File: src/rtl/hazard_detection_unit.sv
// Hazard detection unit for a 5-stage MIPS-style pipeline.
//
// Detects load-use hazards, branch operand hazards (branches resolve in ID)
// and accesses to a busy multiply/divide unit, and produces the pipeline
// control for a one-cycle stall. Also tracks multiply/divide occupancy and
// keeps a saturating count of stalled cycles.
//
// Ports:
//   clk, rst_n                 clock, synchronous active-low reset
//   IFID_Rs, IFID_Rt           source registers of the ID instruction
//   ID_UsesRt                  ID instruction reads Rt
//   ID_IsBranch                ID instruction is beq/bne
//   ID_MduStart                ID instruction is mult/multu/div/divu
//   ID_UsesHiLo                ID instruction is mfhi/mflo/mthi/mtlo
//   BranchTaken                ID branch/jump redirects the PC this cycle
//   IDEX_Rd/RegWrite/MemRead   EX-stage destination and control bits
//   EXMEM_Rd/MemRead           MEM-stage destination and load flag
//   PCWrite, IFID_Write        PC and IF/ID enables (combinational)
//   IFID_Flush, IDEX_Bubble    IF/ID clear, ID/EX control squash (combinational)
//   MduBusy                    multiply/divide unit occupied (registered)
//   StallCycles                saturating stalled-cycle count (registered)

module hazard_detection_unit #(
    parameter int unsigned MDU_LATENCY = 32
) (
    input  logic        clk,
    input  logic        rst_n,
    input  logic [4:0]  IFID_Rs,
    input  logic [4:0]  IFID_Rt,
    input  logic        ID_UsesRt,
    input  logic        ID_IsBranch,
    input  logic        ID_MduStart,
    input  logic        ID_UsesHiLo,
    input  logic        BranchTaken,
    input  logic [4:0]  IDEX_Rd,
    input  logic        IDEX_RegWrite,
    input  logic        IDEX_MemRead,
    input  logic [4:0]  EXMEM_Rd,
    input  logic        EXMEM_MemRead,
    output logic        PCWrite,
    output logic        IFID_Write,
    output logic        IFID_Flush,
    output logic        IDEX_Bubble,
    output logic        MduBusy,
    output logic [15:0] StallCycles
);

    typedef enum logic [0:0] {
        StIdle,
        StBusy
    } mdu_state_e;

    // Counter holds the number of busy cycles still to come after the current
    // one, so the unit reports busy for exactly MDU_LATENCY cycles.
    localparam logic [7:0] CntLoad = 8'(MDU_LATENCY - 1);

    mdu_state_e  r_state;
    mdu_state_e  w_state_next;
    logic [7:0]  r_cnt;
    logic [7:0]  w_cnt_next;
    logic [15:0] r_stall_cnt;

    logic w_match_ex;
    logic w_match_mem;
    logic w_load_use;
    logic w_branch_hz;
    logic w_mdu_hz;
    logic w_stall;

    // Register $0 is hard-wired to zero and never creates a dependency.
    function automatic logic f_match(input logic [4:0] r, input logic [4:0] rs,
                                     input logic [4:0] rt, input logic uses_rt);
        return (r != 5'd0) && ((r == rs) || (uses_rt && (r == rt)));
    endfunction

    assign w_match_ex  = f_match(IDEX_Rd, IFID_Rs, IFID_Rt, ID_UsesRt);
    assign w_match_mem = f_match(EXMEM_Rd, IFID_Rs, IFID_Rt, ID_UsesRt);

    assign w_load_use  = IDEX_MemRead && w_match_ex;
    assign w_branch_hz = ID_IsBranch &&
                         ((IDEX_RegWrite && w_match_ex) || (EXMEM_MemRead && w_match_mem));
    assign w_mdu_hz    = MduBusy && (ID_UsesHiLo || ID_MduStart);
    assign w_stall     = w_load_use || w_branch_hz || w_mdu_hz;

    // Pipeline control; a stall holds the branch in ID, so its redirect
    // (and flush) is deferred until the hazard clears.
    always_comb begin
        PCWrite     = 1'b1;
        IFID_Write  = 1'b1;
        IDEX_Bubble = 1'b0;
        IFID_Flush  = BranchTaken;
        if (w_stall) begin
            PCWrite     = 1'b0;
            IFID_Write  = 1'b0;
            IDEX_Bubble = 1'b1;
            IFID_Flush  = 1'b0;
        end
    end

    // MDU occupancy FSM next state.
    always_comb begin
        w_state_next = r_state;
        w_cnt_next   = r_cnt;
        unique case (r_state)
            StIdle: begin
                if (ID_MduStart && !w_stall) begin
                    w_state_next = StBusy;
                    w_cnt_next   = CntLoad;
                end
            end
            StBusy: begin
                if (r_cnt == 8'd0) begin
                    w_state_next = StIdle;
                end else begin
                    w_cnt_next = r_cnt - 8'd1;
                end
            end
            default: begin
                w_state_next = StIdle;
                w_cnt_next   = 8'd0;
            end
        endcase
    end

    always_ff @(posedge clk) begin
        if (!rst_n) begin
            r_state     <= StIdle;
            r_cnt       <= 8'd0;
            r_stall_cnt <= 16'd0;
        end else begin
            r_state <= w_state_next;
            r_cnt   <= w_cnt_next;
            if (w_stall && (r_stall_cnt != 16'hFFFF)) begin
                r_stall_cnt <= r_stall_cnt + 16'd1;
            end
        end
    end

    assign MduBusy     = (r_state == StBusy);
    assign StallCycles = r_stall_cnt;

endmodule

File: config.mk
export PLATFORM = sky130hd
export DESIGN_NAME = hazard_detection_unit
export DESIGN_NICKNAME = d
export VERILOG_FILES = /design/src/rtl/hazard_detection_unit.sv
export SDC_FILE = /design/constraint.sdc
export NUM_CORES = 1
export LEC_CHECK = 0
export ABC_CLOCK_PERIOD_IN_PS = 5850
export CAP_MARGIN = 10
export CORE_ASPECT_RATIO = 1.25
export CORE_MARGIN = 3
export CORE_UTILIZATION = 35
export CTS_BUF_LIST = sky130_fd_sc_hd__clkbuf_4
export DETAILED_ROUTE_END_ITERATION = 8
export PLACE_DENSITY = 0.72
export SKIP_CTS_REPAIR_TIMING = 1
export SLEW_MARGIN = 20
export SYNTH_ARGS = -nofsm -noshare
export SYNTH_HDL_FRONTEND = slang
export SYNTH_SLANG_ARGS = --single-unit
File: constraint.sdc
create_clock -name clk -period 5.85 [get_ports clk]
set_clock_uncertainty 0.1 [all_clocks]
set_input_delay 1.17 -clock clk [delete_from_list [all_inputs] [get_ports clk]]
set_output_delay 1.17 -clock clk [all_outputs]
set_load 0.01 [all_outputs]
==> flow_summary.toml <==
[logic_synthesis]
syn-num-nets = 220
yosys.cell_types.count = 40
synth_area_leaders = "sky130_fd_sc_hd__dfxtp_1, sky130_fd_sc_hd__xor2_1, sky130_fd_sc_hd__or4_1"
yosysSeqAreaShare_pct = 32.0
postSynth.asyncResetShare_pct = 0
synth_largest_type_area_fraction_pct = 32.0
yosysWarningCount = 0
synth-seq-cells = 25
synth_enable_flop_cells = 0
ys.flop_type = "sky130_fd_sc_hd__dfxtp_1"
post_syn_area_per_cell_um2 = 8.33
synthCells = 188
post-synth-top-area-cell = "sky130_fd_sc_hd__dfxtp_1"
synth.cells.most_frequent = "sky130_fd_sc_hd__dfxtp_1, sky130_fd_sc_hd__xor2_1, sky130_fd_sc_hd__nand2_1"
yosys.cell_count.top_type = "sky130_fd_sc_hd__dfxtp_1"
netlist_area_um2 = 1570

[floorplan]
rows = 26
design.portCount = 51
floorplan.core_area_um2 = 4200
die_y_um = 80.8
die_area_um2 = 5320
die-width_um = 65.8
initial_utilization_pct = 37.3

[clocking]
cts_max_level = 1
cts_inserted_buffers = 3
clk_root_buffer_cell = "sky130_fd_sc_hd__clkbuf_4"
cts.reportedPaths.clkPinSlew_ns = 0.13
cts_tree = "yes"
worstSkewPairLatency_ns = 0.31
clock_path_buffers = 2
clk_sink_count = 25

[timing]
grt_setup_unrepaired = "no"
post-route-worst-setup-slack_ns = 0.991
finalCriticalPeriod_ns = 4.86
worst-slew-pin-transition_ns = 0.772
final-setup-viol-count = 0
slew_headroom_pct = 48.5
post-route-period-util_pct = 83.1
fin_tns_setup_ns = 0
report.final.hold_viol_count = 0
max_clock_freq_mhz = 206
slew_violations = 0

[global_route]
gr_layer_usage_met2_pct = 24.6
via_count_of_the_first_global_routing_pass = 1422
global_route.overflow_total = 0
grt.total_usage_pct = 13.8
use_met3_pct = 3.04
global_route_wire_length_before_repair_mm = 6.03
grtUsageMet1_pct = 16.3
most_congested_layer_reported_by_global_routing = "met2"
pin_count_of_the_biggest_net_entering_global_routing = 27
antenna_found_initial = 0

[cells_and_area]
fill_cells = 411
flow.area_growth_from_synthesis_pct = 35.7
layout_cell_share_with_drive_strength_beyond_1_pct = 2.99
antennaDiodeCount = 0
final_net_count = 267

[setup_path]
setup.worst_path.class = "in2out"
timing.critical_path.fanout_max = 13
critPathMaxStageDelay_ns = 0.54
worst_ep_arrival_time_ns = 3.59
top_cell_by_count_worst_path = "sky130_fd_sc_hd__clkdlybuf4s50_1"
cp_num_buf_inv = 2
cp-end-kind = "output pin"
critical_path.top_delay_family = "buffers and inverters"
critPathLaunchType = "input port"
worstPathRequired_ns = 4.58
crit_chain = "clkdlybuf4s50_1 > or4_1 > o211ai_1 > o221a_1 > and2_1 > clkdlybuf4s50_1"
crit_slowest_cell = "sky130_fd_sc_hd__or4_1"

[drt]
via_count = 1528
drt_wl_total_mm = 3.52
drt-pass1-iter-count = 4
detailedRoute.firstIterationViolations = 62
antenna_left = 0
post-route-drc-count = 0
routed_wire_length_per_instance_um = 12.1
via_per_inst = 5.27

[placement]
place.detailed.hpwl_mm = 2.78
dp_slack_ns = 0.956
routability_cong = 0.876
port_buffers = 50

[worst_hold_path]
worst_hold_path_type = "reg2reg"

[power]
static_power_due_to_leakage_nw = 0.736
vdd.ir_drop.worst_mv = 0.100
pwr_density_cell_nw_per_um2 = 174

[job]
max_cap_viol_count = 0

[status]
run_status = "completed"
stage by stage:
stage	area [µm²]	hold slack [ns]	cells	total power, mW	util [%]
after floorplan	1570	0.355	188	0.248	-
after global placement	2090	0.377	286	0.291	49.9
after detailed placement	2090	0.386	286	0.293	49.9
after CTS	2120	0.407	290	0.378	50.6
after global routing	2120	0.423	290	0.397	50.6
final	2120	0.408	290	0.370	50.6
final timing paths:
check / depth (start not counted) / slack [ns] / end / from
worst max-delay path: 6 / 0.99 / IFID_Flush / EXMEM_Rd[1]
worst min-delay path: 1 / 0.41 / StallCycles[13]$_SDFFE_PN0P_ / StallCycles[13]$_SDFFE_PN0P_
worst max register to register: 8 / 3.59 / r_cnt[7]$_SDFFE_PN0P_ / r_cnt[0]$_SDFFE_PN0P_
worst min register to register: 1 / 0.41 / StallCycles[13]$_SDFFE_PN0P_ / StallCycles[13]$_SDFFE_PN0P_
state kept, by name (all words and copies together) (netlist names):
register,flops
r_cnt,8
MduBusy,1
StallCycles,16
area by class of cell:
type | instances | area [µm²] | share of cell area [%]
Timing Repair Buffer | 51 | 508 | 23.9
Sequential cell | 25 | 500 | 23.6
Tap cell | 56 | 70.1 | 3.30
Clock buffer | 4 | 30.0 | 1.41
Inverter | 7 | 26.3 | 1.24
Multi-Input combinational cell | 147 | 988 | 46.6
cells in the final DEF (no fill, tap or decap), types with 2 or more instances in the layout:
| cell | instances |
|---|---|
| sky130_fd_sc_hd__inv_1 | 7 |
| sky130_fd_sc_hd__dfxtp_1 | 25 |
| sky130_fd_sc_hd__and2_1 | 3 |
| sky130_fd_sc_hd__nor3b_1 | 3 |
| sky130_fd_sc_hd__nor4b_1 | 3 |
| sky130_fd_sc_hd__clkdlybuf4s50_1 | 50 |
| sky130_fd_sc_hd__ha_1 | 2 |
| sky130_fd_sc_hd__and3_1 | 5 |
| sky130_fd_sc_hd__o21ai_0 | 4 |
| sky130_fd_sc_hd__nor3_1 | 8 |
| sky130_fd_sc_hd__nand2b_1 | 6 |
| sky130_fd_sc_hd__o31ai_1 | 8 |
| sky130_fd_sc_hd__o41ai_1 | 2 |
| sky130_fd_sc_hd__nand4_1 | 4 |
| sky130_fd_sc_hd__or4_1 | 9 |
| sky130_fd_sc_hd__clkbuf_4 | 4 |
| sky130_fd_sc_hd__or3_1 | 3 |
| sky130_fd_sc_hd__nor2b_1 | 2 |
| sky130_fd_sc_hd__mux2i_1 | 5 |
| sky130_fd_sc_hd__xnor2_1 | 3 |
| sky130_fd_sc_hd__nor2_1 | 10 |
| sky130_fd_sc_hd__nand2_1 | 14 |
| sky130_fd_sc_hd__nor4_1 | 2 |
| sky130_fd_sc_hd__xor2_1 | 20 |
| sky130_fd_sc_hd__o21a_1 | 2 |
| sky130_fd_sc_hd__nand3_1 | 4 |
| sky130_fd_sc_hd__a21oi_1 | 13 |
| sky130_fd_sc_hd__a32oi_1 | 2 |
power breakdown:
group	switching [mW]	total, mW	internal (mW)
clock	0.0505	0.0818	0.0313
sequential	0.0100	0.189	0.179
combinational	0.0463	0.0993	0.0530
total	0.107	0.370	0.263
layer usage:
layer | part of all wire [%] | routed length [µm]
met2 | 48 | 1690
met5 | 0 | 0
met3 | 6.2 | 220
met4 | 1.2 | 42
met1 | 44 | 1570
cells by family (layout without fill, tap and decap cells):
kind of cell | count (synthesis) | count (layout) | share of synthesized area, %
mux | 5 | 5 | 3.20
compound gates | 39 | 39 | 17.3
flops | 25 | 25 | 32.0
buf+inv | 16 | 62 | 4.88
simple gates | 78 | 78 | 28.2
fa+ha+maj | 2 | 2 | 1.60
xor+xnor | 23 | 23 | 12.9
Power figures use the tool's default switching activity.
